**src/rtl/ddf_pkg.sv**
```systemverilog
// Shared types and width helpers for the theme controller.
package ddf_pkg;

  // User theme mode as presented on mode_i.
  typedef enum logic [1:0] {
    MODE_AUTO   = 2'd0,
    MODE_DARK   = 2'd1,
    MODE_LIGHT  = 2'd2,
    MODE_BYPASS = 2'd3
  } mode_t;

  // Frame tracker: SYNC until the first vs edge, then ACTIVE.
  typedef enum logic {
    SYNC   = 1'b0,
    ACTIVE = 1'b1
  } tracker_state_t;

  localparam int DEF_HBLKS = 10;
  localparam int DEF_VBLKS = 10;

  // Bits needed to index 0..n-1, never less than one.
  function automatic int width_of(input int n);
    return (n > 1) ? $clog2(n) : 1;
  endfunction

  localparam int DEF_HT_W  = width_of(DEF_HBLKS);
  localparam int DEF_VT_W  = width_of(DEF_VBLKS);
  localparam int DEF_CNT_W = width_of(DEF_HBLKS * DEF_VBLKS + 1);

endpackage

```
**src/rtl/theme_ctrl_blk_locator.sv**
```systemverilog
// Block locator: timing edge detection, pixel/block counters, geometry
// check and the frame-close strobe for theme_ctrl.
module blk_locator
  import ddf_pkg::*;
#(
  parameter int HBLKS = 10,
  parameter int VBLKS = 10,
  parameter int HRES  = 1920,
  parameter int VRES  = 1080,
  localparam int HT_W = width_of(HBLKS),
  localparam int VT_W = width_of(VBLKS)
) (
  input  logic            clk_i,
  input  logic            rst_i,
  input  logic            vin_vs_i,
  input  logic            vin_hs_i,
  input  logic            vin_de_i,
  output logic [HT_W-1:0] ht_cur_o,
  output logic [VT_W-1:0] vt_cur_o,
  output logic            origin_o,
  output logic            vs_rise_o,
  output logic            frame_close_o,
  output logic            frame_bad_o
);

  localparam int BW = HRES / HBLKS;
  localparam int BH = VRES / VBLKS;
  localparam int XW = width_of(HRES);
  localparam int YW = width_of(VRES);

  tracker_state_t  state_q, state_d;
  logic            vs_q, hs_q, de_q;
  logic [XW-1:0]   x_q, x_d, bx_q, bx_d;
  logic [HT_W-1:0] ht_q, ht_d, ht_cur_q, ht_cur_d;
  logic            hfull_q, hfull_d;
  logic [YW-1:0]   y_q, y_d, by_q, by_d;
  logic [VT_W-1:0] vt_q, vt_d, vt_cur_q, vt_cur_d;
  logic            vfull_q, vfull_d;
  logic            err_q, err_d;

  logic            vs_rise, hs_rise, de_fall;
  logic [XW-1:0]   x_base, bx_base;
  logic [HT_W-1:0] ht_base;
  logic            hfull_base;
  logic [YW-1:0]   y_base, by_base;
  logic [VT_W-1:0] vt_base;
  logic            vfull_base;

  // Edge strobes and the coordinates of the pixel on the inputs this cycle
  // (a sync edge in the same cycle clears them first).
  always_comb begin
    vs_rise    = vin_vs_i & ~vs_q;
    hs_rise    = vin_hs_i & ~hs_q;
    de_fall    = ~vin_de_i & de_q;
    x_base     = hs_rise ? '0 : x_q;
    bx_base    = hs_rise ? '0 : bx_q;
    ht_base    = hs_rise ? '0 : ht_q;
    hfull_base = hs_rise ? 1'b0 : hfull_q;
    y_base     = vs_rise ? '0 : y_q;
    by_base    = vs_rise ? '0 : by_q;
    vt_base    = vs_rise ? '0 : vt_q;
    vfull_base = vs_rise ? 1'b0 : vfull_q;
  end

  // Tracker FSM next state; frames are only closed once a full frame has started.
  always_comb begin
    // NOTE: every always_comb output gets a default first so no path leaves it unassigned (no latch).
    state_d       = state_q;
    frame_close_o = 1'b0;
    case (state_q)
      SYNC:   if (vs_rise) state_d = ACTIVE;
      ACTIVE: if (vs_rise) frame_close_o = 1'b1;
    endcase
  end

  // Pixel/line counters with saturation and the sticky per-frame geometry error.
  always_comb begin
    x_d     = x_base;
    bx_d    = bx_base;
    ht_d    = ht_base;
    hfull_d = hfull_base;
    y_d     = y_base;
    by_d    = by_base;
    vt_d    = vt_base;
    vfull_d = vfull_base;
    err_d   = vs_rise ? 1'b0 : err_q;

    if (vin_de_i) begin
      // hfull marks that pixel HRES-1 was seen; any further pixel means a long line.
      if (hfull_base) err_d = 1'b1;
      if (x_base == XW'(HRES - 1)) hfull_d = 1'b1;
      else                         x_d     = x_base + 1'b1;
      if (bx_base == XW'(BW - 1)) begin
        bx_d = '0;
        if (ht_base != HT_W'(HBLKS - 1)) ht_d = ht_base + 1'b1;
      end else begin
        bx_d = bx_base + 1'b1;
      end
    end

    if (de_fall) begin
      // A line that ended before pixel HRES-1, or a line beyond VRES, is bad geometry.
      if (!hfull_q || vfull_base) err_d = 1'b1;
      if (y_base == YW'(VRES - 1)) vfull_d = 1'b1;
      else                         y_d     = y_base + 1'b1;
      if (by_base == YW'(BH - 1)) begin
        by_d = '0;
        if (vt_base != VT_W'(VBLKS - 1)) vt_d = vt_base + 1'b1;
      end else begin
        by_d = by_base + 1'b1;
      end
    end

    ht_cur_d = ht_base;
    vt_cur_d = vt_base;
  end

  // Block-origin sample and frame quality presented to the accumulator.
  always_comb begin
    origin_o    = vin_de_i & (bx_base == '0) & (by_base == '0);
    vs_rise_o   = vs_rise;
    frame_bad_o = err_q | ~vfull_q;
    ht_cur_o    = ht_cur_q;
    vt_cur_o    = vt_cur_q;
  end

  // State, delay and counter registers.
  always_ff @(posedge clk_i or posedge rst_i) begin
    // NOTE: sequential state uses non-blocking assignments so every flop samples pre-edge values.
    if (rst_i) begin
      state_q  <= SYNC;
      vs_q     <= 1'b0;
      hs_q     <= 1'b0;
      de_q     <= 1'b0;
      x_q      <= '0;
      bx_q     <= '0;
      ht_q     <= '0;
      hfull_q  <= 1'b0;
      y_q      <= '0;
      by_q     <= '0;
      vt_q     <= '0;
      vfull_q  <= 1'b0;
      err_q    <= 1'b0;
      ht_cur_q <= '0;
      vt_cur_q <= '0;
    end else begin
      state_q  <= state_d;
      vs_q     <= vin_vs_i;
      hs_q     <= vin_hs_i;
      de_q     <= vin_de_i;
      x_q      <= x_d;
      bx_q     <= bx_d;
      ht_q     <= ht_d;
      hfull_q  <= hfull_d;
      y_q      <= y_d;
      by_q     <= by_d;
      vt_q     <= vt_d;
      vfull_q  <= vfull_d;
      err_q    <= err_d;
      ht_cur_q <= ht_cur_d;
      vt_cur_q <= vt_cur_d;
    end
  end

endmodule

```
**src/rtl/theme_ctrl.sv**
```systemverilog
// Theme controller: counts light blocks per frame and drives the smoother's
// dark->light / light->dark targets from that count and the user mode.
module theme_ctrl
  import ddf_pkg::*;
#(
  parameter int HBLKS = 10,
  parameter int VBLKS = 10,
  parameter int HRES  = 1920,
  parameter int VRES  = 1080,
  parameter int TH_HI = 60,
  parameter int TH_LO = 40,
  localparam int HT_W  = width_of(HBLKS),
  localparam int VT_W  = width_of(VBLKS),
  localparam int CNT_W = width_of(HBLKS * VBLKS + 1)
) (
  input  logic             clk_i,
  input  logic             rst_i,
  input  logic             vin_vs_i,
  input  logic             vin_hs_i,
  input  logic             vin_de_i,
  input  logic             blk_i,
  input  logic [1:0]       mode_i,
  output logic [HT_W-1:0]  ht_cur_o,
  output logic [VT_W-1:0]  vt_cur_o,
  output logic             dl_o,
  output logic             ld_o,
  output logic [CNT_W-1:0] light_cnt_o,
  output logic             frame_err_o
);

  logic             origin, vs_rise, frame_close, frame_bad;
  logic             sample;
  logic [CNT_W-1:0] cnt_q, cnt_d, light_cnt_q, light_cnt_d;
  logic             frame_err_q, frame_err_d;
  logic             dl_q, dl_d, ld_q, ld_d;

  blk_locator #(
    .HBLKS(HBLKS),
    .VBLKS(VBLKS),
    .HRES (HRES),
    .VRES (VRES)
  ) u_locator (
    .clk_i        (clk_i),
    .rst_i        (rst_i),
    .vin_vs_i     (vin_vs_i),
    .vin_hs_i     (vin_hs_i),
    .vin_de_i     (vin_de_i),
    .ht_cur_o     (ht_cur_o),
    .vt_cur_o     (vt_cur_o),
    .origin_o     (origin),
    .vs_rise_o    (vs_rise),
    .frame_close_o(frame_close),
    .frame_bad_o  (frame_bad)
  );

  // Running count (a sample on the vs edge starts the new frame) and the
  // frame-close statistics/theme decision.
  always_comb begin
    sample      = origin & blk_i;
    cnt_d       = vs_rise ? CNT_W'(sample) : cnt_q + CNT_W'(sample);
    light_cnt_d = light_cnt_q;
    frame_err_d = frame_err_q;
    dl_d        = dl_q;
    ld_d        = ld_q;
    if (frame_close) begin
      frame_err_d = frame_bad;
      if (!frame_bad) light_cnt_d = cnt_q;
      case (mode_t'(mode_i))
        MODE_DARK:   begin dl_d = 1'b0; ld_d = 1'b0; end
        MODE_LIGHT:  begin dl_d = 1'b1; ld_d = 1'b1; end
        MODE_BYPASS: begin dl_d = 1'b0; ld_d = 1'b1; end
        MODE_AUTO: begin
          // Between the thresholds (or on a bad frame) the previous theme holds.
          if (!frame_bad && cnt_q >= CNT_W'(TH_HI)) begin
            dl_d = 1'b0; ld_d = 1'b0;
          end else if (!frame_bad && cnt_q <= CNT_W'(TH_LO)) begin
            dl_d = 1'b0; ld_d = 1'b1;
          end
        end
      endcase
    end
  end

  // Accumulator and output registers.
  always_ff @(posedge clk_i or posedge rst_i) begin
    if (rst_i) begin
      cnt_q       <= '0;
      light_cnt_q <= '0;
      frame_err_q <= 1'b0;
      dl_q        <= 1'b0;
      ld_q        <= 1'b0;
    end else begin
      cnt_q       <= cnt_d;
      light_cnt_q <= light_cnt_d;
      frame_err_q <= frame_err_d;
      dl_q        <= dl_d;
      ld_q        <= ld_d;
    end
  end

  assign light_cnt_o = light_cnt_q;
  assign frame_err_o = frame_err_q;
  assign dl_o        = dl_q;
  assign ld_o        = ld_q;

endmodule

```
**config.mk**
```make
export PLATFORM = sky130hd
export DESIGN_NAME = theme_ctrl
export DESIGN_NICKNAME = d
export VERILOG_FILES = /design/src/rtl/ddf_pkg.sv /design/src/rtl/theme_ctrl_blk_locator.sv /design/src/rtl/theme_ctrl.sv
export SDC_FILE = /design/constraint.sdc
export NUM_CORES = 1
export LEC_CHECK = 0
export ABC_AREA = 1
export CORE_MARGIN = 3
export CORE_UTILIZATION = 30
export CTS_CLUSTER_SIZE = 28
export DETAILED_ROUTE_END_ITERATION = 10
export GPL_TIMING_DRIVEN = 0
export SLEW_MARGIN = 20
export SYNTH_ARGS = -nofsm -noshare
export SYNTH_HDL_FRONTEND = slang
export SYNTH_SLANG_ARGS = --single-unit
```
**constraint.sdc**
```tcl
create_clock -name clk_i -period 4.4 [get_ports clk_i]
set_clock_uncertainty 0.15 [all_clocks]
set_input_delay 0.88 -clock clk_i [delete_from_list [all_inputs] [get_ports clk_i]]
set_output_delay 0.88 -clock clk_i [all_outputs]
set_load 0.005 [all_outputs]
```
==> results by stage, run 1 <==
Drt:
- Using the TritonRoute via totals, the vias-per-cell ratio works out to 4.459.
- After the first detailed-routing iteration, the DRC count stood at 181.
- For this run, the detailed router's first-pass iteration total came to 5.
- In this run the remaining antenna-violating nets after routing total 0.
- The DRC violations left is 0.
- The final layout contains routed wiring with a total length of 10480 microns.
- The detailed-route via count is 4125.
- Dividing the detail-routed wire length by the instance count gives 11.33 microns.

Placed design:
- Timing analysis after detailed placement gives a worst setup slack of 0.3626 ns.
- The global placement routability congestion is 0.8249.
- The number of buffers inserted by port buffering is 25.
- After legalization and detailed placement, the total HPWL measured 7616 microns.

Final layout:
- For this run, the post-layout net count is 729.
- The library cells used most frequently in the layout, excluding fill and tap cells, are sky130_fd_sc_hd__nand2_1, sky130_fd_sc_hd__inv_1, sky130_fd_sc_hd__dfrtp_1.
- The most common library cell in the layout ignoring fill and taps is sky130_fd_sc_hd__nand2_1.
- Of the cells placed in the final design, the portion with a size suffix greater than 1 is 0.05602.
- The layout-stage area growth over the synthesis result is 17.99%.
- For this run, the share of the core covered by cells in the final layout is 0.3652.
- 0 antenna diodes ended up in the layout.

Setup path:
- The launching element type of the critical path is a primary input.
- On the worst path, the slowest cell contributes a delay of 0.53 ns.
- For the worst flop-to-flop path, the logic depth is 18.
- The launch instance of the worst register-to-register path is u_locator.hs_q.
- The top fanout value on the critical path is 10.
- The kind of cell with the highest combined delay along the critical path is simple AND/OR/NAND/NOR gates.
- The critical path endpoint category is a flip-flop.
- Data on the critical path arrives at its endpoint at 3.79 ns.
- The endpoint of the worst register-to-register path is cnt_q[6].
- Among all stages on the critical path, the largest delay is contributed by sky130_fd_sc_hd__clkdlybuf4s50_1.
- The worst setup path is of the primary input to flip-flop kind.
- The flop-to-flop setup slack is 1.32 ns.
- STA puts the critical path data required time at 4.47 ns.
- The signal on the critical path passes through clkdlybuf4s50_1 -> nand2_2 -> buf_6 -> buf_2 -> nand2_1 -> ha_1 -> nand4_1 -> nor2_1 -> and3_1 -> ha_1 -> ha_1 -> nand2_1 -> nor3_1 -> nand2_1 -> o21ai_0 -> a21oi_1.
- Together, buffers and inverters on the worst path number 3.

Yosys:
- Yosys printed 0 warnings.
- The compound-gate portion of the synthesized area is 0.04471.
- When the netlist entered floorplanning its net count stood at 692.
- The register area share after synthesis is 0.4419.
- The share of the synthesized area in the top cell type is 0.4419.
- The number of standard cells after synthesis is 672.
- Of the total synthesized cell area, the portion taken by AND, OR, NAND and NOR gates is 0.3517.
- Of the total synthesized cell area, the portion taken by XOR and XNOR cells is 0.02393.
- The average cell area after synthesis is 7.079 sq um.
- The top cell type by total area after synthesis is sky130_fd_sc_hd__dfrtp_1.
- The register bit count reported by yosys is 84.
- The main combinational cell family by area after synthesis is simple AND/OR/NAND/NOR gates.
- The portion of synthesized area spent on multiplexers is 0.002367.
- After synthesis, the cell types taking the most area are sky130_fd_sc_hd__dfrtp_1, sky130_fd_sc_hd__nand2_1, sky130_fd_sc_hd__inv_1.
- The total standard cell area after synthesis is 4757 sq um.
- The post-synthesis adder-cell area fraction is 0.03156.
- In this run, distinct cell masters in the synthesized netlist total 31.

Timing:
- At the pin with the least slew margin, the transition time is 0.5657 ns.
- The tightest slew margin relative to the limit is 0.6228.
- The total count of max-transition violations in the final report is 0.
- The final-report hold violation count is 0.
- The share of the clock period used by the worst path is 0.8442.
- The maximum clock frequency is 269.2 MHz.
- The post-layout worst setup margin is 0.6853 ns.
- Setup repair after global routing left no endpoint under its margin.
- The minimum period implied by the final worst setup slack is 3.715 ns.
- The count of endpoints failing setup in the final report is 0.
- Summed over all failing endpoints, the final setup total negative slack is 0 ns.

Floorplanning:
- The floorplan step defined a core boundary enclosing 15370 sq um.
- 26 I/O pins were placed.
- For this configuration, the core starts out at a cell density of 0.3095.
- The area enclosed by the die boundary is 17400 sq um.
- From left edge to right edge, the die measures 131.9 microns.
- The cell row count is 45.
- The die is 131.9 microns tall.

Global route:
- Entering global routing, the biggest net connects 45 pins.
- The first global-routing pass estimated 18560 microns of wire.
- The overall overflow remaining after global route is 0.
- The initial antenna violation count came to 0.
- The via count of the first global-routing pass is 3984.
- The combined global-route utilization of all metal layers is 0.1266.

Power and ir drop:
- The total power divided by cell area is 325.2 nW/um^2.
- The analysis attributes to cell leakage a power of 2.906 nW.
- The total power of the final layout is 1.825 mW.
- The worst-case IR drop observed on VDD is 0.0001803 V.

Clocking:
- In this run the post-CTS setup repair buffer count came out at 0.
- Once the clock tree was built, the resizer swapped 0 gates to a different size.
- Counting every sink on the clock net gives 84.
- Counting along the longest clock path gives a buffer depth of 2.
- Buffers inserted to repair hold after CTS numbered 0.
- The clock tree from TritonCTS is done.
- The clock latency reported for the late side of the worst-skew pair is 0.34 ns.
- The clock tree root driver cell is sky130_fd_sc_hd__clkbuf_16.
- In this run, CTS created clock tree buffers numbering 9.
- CTS built an H-tree with a depth of 3.
- The clock-pin slew of the registers on the worst-case setup and hold paths is 0.06 ns.

Run:
- Across the run, the number of max-cap violations was 0.

Worst hold path:
- The worst hold path terminates at u_locator.state_q.
- In this run the most critical hold path is launched from u_locator.state_q.
- The path class of the tightest hold or removal check is flip-flop to flip-flop.
- The number of cells traversed by the worst hold path is 2.

Status:
- The flow ran to the end, and the final reports show no timing, DRC or antenna violations.
## cells by family after synthesis
family,Yosys count
AO/OA/AOI/OAI,40
XOR/XNOR,13
adder cells (fa/ha/maj),12
buffers and inverters,126
flip-flops,84
multiplexers,1
AND/OR/NAND/NOR,396
## area by class of cell
class                      count  area (sq um)
sequential                    84          2102
clock buffer                  12         246.5
inverter                     111         419.2
tap                          211         264.0
timing repair buffer          26         270.3
fill                        1606          9758
multi-input combinational    462          2161
clock inverter                 4         72.57
buffer                        15         77.57
## stage by stage
stage | hold slack, ns | instance area [sq um] | instances
floorplan | 0.2723 | 4757 | 672
global placement | 0.2843 | 5271 | 908
detailed placement | 0.2871 | 5294 | 909
CTS | 0.3033 | 5613 | 925
global route | 0.3292 | 5613 | 925
finish | 0.3034 | 5613 | 925
## worst max-delay path by stage
stage,startpoint,to,slack (ns),cells after the start
after floorplan,rst_i,cnt_q[0],1.20,1
after global placement,rst_i,dl_o,-0.30,2
final,vin_vs_i,cnt_q[6],0.69,16
after CTS,vin_vs_i,cnt_q[6],0.69,16
after detailed placement,vin_hs_i,cnt_q[6],0.36,18
after global routing,vin_vs_i,cnt_q[6],0.37,16
## registers in the layout, summed over array words and instances, names as in the netlist, 4 cells and up
signal,flops
cnt_q,7
light_cnt_o,7
u_locator.bx_q,11
u_locator.by_q,11
u_locator.ht_cur_o,4
u_locator.ht_q,4
u_locator.vt_cur_o,4
u_locator.vt_q,4
u_locator.x_q,11
u_locator.y_q,11
## power breakdown
| part | internal [mW] | switching [mW] |
|---|---|---|
| Combinational | 0.0648 | 0.114 |
| Clock | 0.512 | 0.302 |
| Sequential | 0.806 | 0.0267 |
| Total | 1.38 | 0.442 |
## cells in the mapped netlist
cell / instances
sky130_fd_sc_hd__nand2_1: 210
sky130_fd_sc_hd__inv_1: 106
sky130_fd_sc_hd__dfrtp_1: 84
sky130_fd_sc_hd__nor2_1: 81
sky130_fd_sc_hd__nand3_1: 56
sky130_fd_sc_hd__o21ai_0: 21
sky130_fd_sc_hd__nand4_1: 19
sky130_fd_sc_hd__nor3_1: 14
sky130_fd_sc_hd__a21oi_1: 13
sky130_fd_sc_hd__ha_1: 12
sky130_fd_sc_hd__buf_2: 8
sky130_fd_sc_hd__xor2_1: 7
sky130_fd_sc_hd__nor2_2: 6
sky130_fd_sc_hd__xnor2_1: 6
sky130_fd_sc_hd__clkbuf_1: 4
sky130_fd_sc_hd__inv_2: 4
sky130_fd_sc_hd__nand3b_1: 3
sky130_fd_sc_hd__nor3b_1: 3
sky130_fd_sc_hd__a31oi_1: 2
sky130_fd_sc_hd__nand2_2: 2
sky130_fd_sc_hd__and3_1: 1
sky130_fd_sc_hd__buf_1: 1
sky130_fd_sc_hd__buf_4: 1
sky130_fd_sc_hd__buf_6: 1
sky130_fd_sc_hd__clkinv_1: 1
sky130_fd_sc_hd__mux2_2: 1
sky130_fd_sc_hd__nor3_2: 1
sky130_fd_sc_hd__o211ai_1: 1
sky130_fd_sc_hd__o21bai_1: 1
sky130_fd_sc_hd__o221ai_1: 1
sky130_fd_sc_hd__o22ai_1: 1
## tightest hold or removal path: stages, from the launching register on
cell	delay [ns]
sky130_fd_sc_hd__dfrtp_1	0.32
sky130_fd_sc_hd__inv_1	0.05
sky130_fd_sc_hd__nand2_1	0.05
## routing by layer
layer,share of wire,wire (microns),GRT usage
met1,0.49,5173,0.1724
met4,0.010,110,0.04026
met3,0.038,394,0.02748
met2,0.46,4801,0.2015
met5,0,0,0
Power figures use the tool's default switching activity.
==> inputs of run 2 (changes only) <==
Clock period 4.4 ns to 3.6 ns, I/O delays scaled along.
==> results by stage, run 2 (synthesized netlist as in run 1, its figures left out) <==
Status:
- The run finished with clean final reports.

Setup path:
- In this run the critical register-to-register path is launched from u_locator.hs_q.
- The top fanout value on the critical path is 10.
- The most used cell along the critical path is sky130_fd_sc_hd__nand2_1.
- Among all stages on the critical path, the largest delay is contributed by sky130_fd_sc_hd__clkdlybuf4s50_1.
- At the worst endpoint, the arrival time is 3.43 ns.
- The classification of the worst setup path is primary input to flip-flop.
- The launching element type of the critical path is a primary input.
- The data required time at the worst endpoint is 3.67 ns.
- Tracing the worst setup path back leads to its startpoint at vin_hs_i.
- The worst setup path is captured at a flip-flop.
- On the worst path, the slowest cell contributes a delay of 0.51 ns.
- Traced cell by cell, the critical path runs through clkdlybuf4s50_1 -> nand2_2 -> buf_6 -> buf_4 -> nand2_1 -> ha_1 -> nand2_1 -> inv_1 -> nand4_1 -> nor2_2 -> and3_1 -> ha_1 -> ha_2 -> nand2_1 -> nor3_2 -> nand2_1 -> o21ai_2 -> a21oi_1.

Final layout:
- After filler insertion, the fill cell instance count of the layout stands at 1605.
- The sequential cells in the finished layout cover a total of 2102 sq um.
- The layout-stage area growth over the synthesis result is 18.67%.
- Summing all non-filler instances in the final layout gives an area of 5645 sq um.
- In the layout the commonest cells are sky130_fd_sc_hd__nand2_1, sky130_fd_sc_hd__inv_1, sky130_fd_sc_hd__dfrtp_1.
- The library cell used most frequently in the layout, excluding fill and tap cells, is sky130_fd_sc_hd__nand2_1.
- The area of combinational cells with multiple inputs is 2177 sq um.
- The final layout contains 730 nets.
- In the final layout, the share of cells above drive strength 1 is 0.06434.
- 0 antenna diodes ended up in the layout.

Timing:
- Setup repair after global routing left no endpoint under its margin.
- The count of endpoints failing setup in the final report is 0.
- After routing, the total negative slack on setup checks comes to 0 ns.
- The transition time of the tightest slew-check pin is 0.5739 ns.
- The total count of max-transition violations in the final report is 0.
- The share of the clock period used by the worst path is 0.9344.
- The final-report hold violation count is 0.
- The tightest slew margin relative to the limit is 0.6174.
- For this run, the top clock speed supported by timing is 297.3 MHz.
- The clock period could shrink to 3.364 ns.

Worst hold path:
- The source of the worst hold timing path is u_locator.state_q.
- The min-delay analysis places its worst path in the category flip-flop to flip-flop.

Drt:
- Before antenna repair, the detailed router went through 5 iterations.
- In this run the remaining antenna-violating nets after routing total 0.
- The number of violations reported at the end of detailed-routing iteration 0 is 213.
- The detailed-route via count is 4139.
- For this run, design rule violations remaining after detail routing come to 0.
- After detailed routing, the total wire length is 10370 microns.
- The via density per instance is 4.470.
- The post-detailed-route wirelength per cell is 11.20 microns.

Global route:
- The combined global-route utilization of all metal layers is 0.1266.
- The first global-routing pass estimated 18560 microns of wire.
- The via count of the first global-routing pass was 3984.
- The initial antenna violation count is 0.
- For this run the aggregate overflow at the end of global routing stands at 0.
- Entering global routing, the biggest net connects 45 pins.

Floorplanning:
- The x dimension of the die is 131.9 microns.
- In this run the vertical extent of the chip is 131.9 microns.
- The initial core utilization is 0.3095.
- In this run the count of I/O pins placed on the die edge is 26.
- The floorplan step defined a die boundary enclosing 17400 sq um.
- The region available for standard cell placement spans 15370 sq um.
- The cell row count is 45.

Run:
- The max capacitance violation total is 0.

Clocking:
- Clock tree synthesis inserted a total of 9 buffers.
- Clock latency on the worst-skew pair, taken at its later pin, is 0.34 ns.
- The clock tree from TritonCTS is done.
- CTS placed an instance of sky130_fd_sc_hd__clkbuf_16 at the clock tree root.
- After clock tree synthesis, the clock-pin slew on the worst setup and hold paths is 0.06 ns.
- The maximum clock path buffer count is 2.
- The tree built by TritonCTS fans out to 84 sinks.
- The H-tree was split into 3 levels.

Power and ir drop:
- The worst ir drop on vdd is 0.0002197 V.
- The total power divided by cell area is 394.9 nW/um^2.
- For this design the static power due to leakage is 2.912 nW.
- The completed layout was analyzed and its total power is 2.229 mW.

Placed design:
- Summed over all nets, the half-perimeter wirelength after detailed placement is 7616 microns.
- The instance area at placement is 5294 sq um.
- The number of buffers inserted by port buffering is 25.
- The congestion estimate from routability-driven global placement came to 0.8249.
[run 2: cell types whose count changed in the layout (fill, tap and decap cells not counted), sizes merged]
cell and change:
buf +1
[run 2: worst max-delay path, delay by kind of cell]
kind / cells / cell delay [ns]
buffers and inverters: 4 / 0.90
adder cells (fa/ha/maj): 3 / 0.51
AO/OA/AOI/OAI: 2 / 0.17
AND/OR/NAND/NOR: 9 / 1.14
[run 2: final timing paths]
kind,end,slack (ns),cells past startpoint
min in group asynchronous,u_locator.ht_cur_o[3],0.65,2
worst max-delay path,cnt_q[6],0.24,18
worst max register to register,cnt_q[6],0.70,18
worst min-delay path,u_locator.state_q,0.30,2
max in group asynchronous,u_locator.by_q[8],2.03,3
worst min register to register,u_locator.state_q,0.30,2
[run 2: area by class of cell]
type                       instances  area share
buffer                            14     0.01396
clock buffer                      12     0.04366
clock inverter                     4     0.01285
inverter                         111     0.07425
multi-input combinational        462      0.3856
sequential                        84      0.3723
tap                              211     0.04676
timing repair buffer              28     0.05053
[run 2: repair_timing]
| item | 4_1_cts | 5_1_grt |
|---|---|---|
| setup endpoints to repair | 0 | 1 |
| endpoints found under the hold margin | 0 | 0 |
| gates resized for setup | 0 | 9 |
| hold buffers | 0 | 0 |
| setup buffers | 0 | 2 |
[run 2: layer usage]
layer | vias to the layer above | part of all wire | track usage
li1 | 2170 | - | -
met1 | 1890 | 0.49 | 0.1724
met2 | 70 | 0.46 | 0.2015
met3 | 9 | 0.042 | 0.02748
met4 | 0 | 0.011 | 0.04026
met5 | - | 0 | 0
[run 2: report_power, final]
part / internal [mW] / total, mW / leakage (nW) / switching (mW)
clock: 0.626 / 0.991 / 0.153 / 0.365
combinational: 0.0810 / 0.219 / 1.62 / 0.138
sequential: 0.986 / 1.02 / 1.14 / 0.0331
[run 2: metrics by stage]
step / std cells / worst slack [ns] / util / hold WS [ns]
finish: 926 / 0.2361 / 0.3673 / 0.3036
global route: 926 / 0.01543 / 0.3673 / 0.3289
CTS: 925 / 0.05058 / 0.3652 / 0.3033
detailed placement: 909 / -0.2774 / 0.3444 / 0.2871
global placement: 908 / -0.9437 / 0.3429 / 0.2843
floorplan: 672 / 0.5649 / - / 0.2723
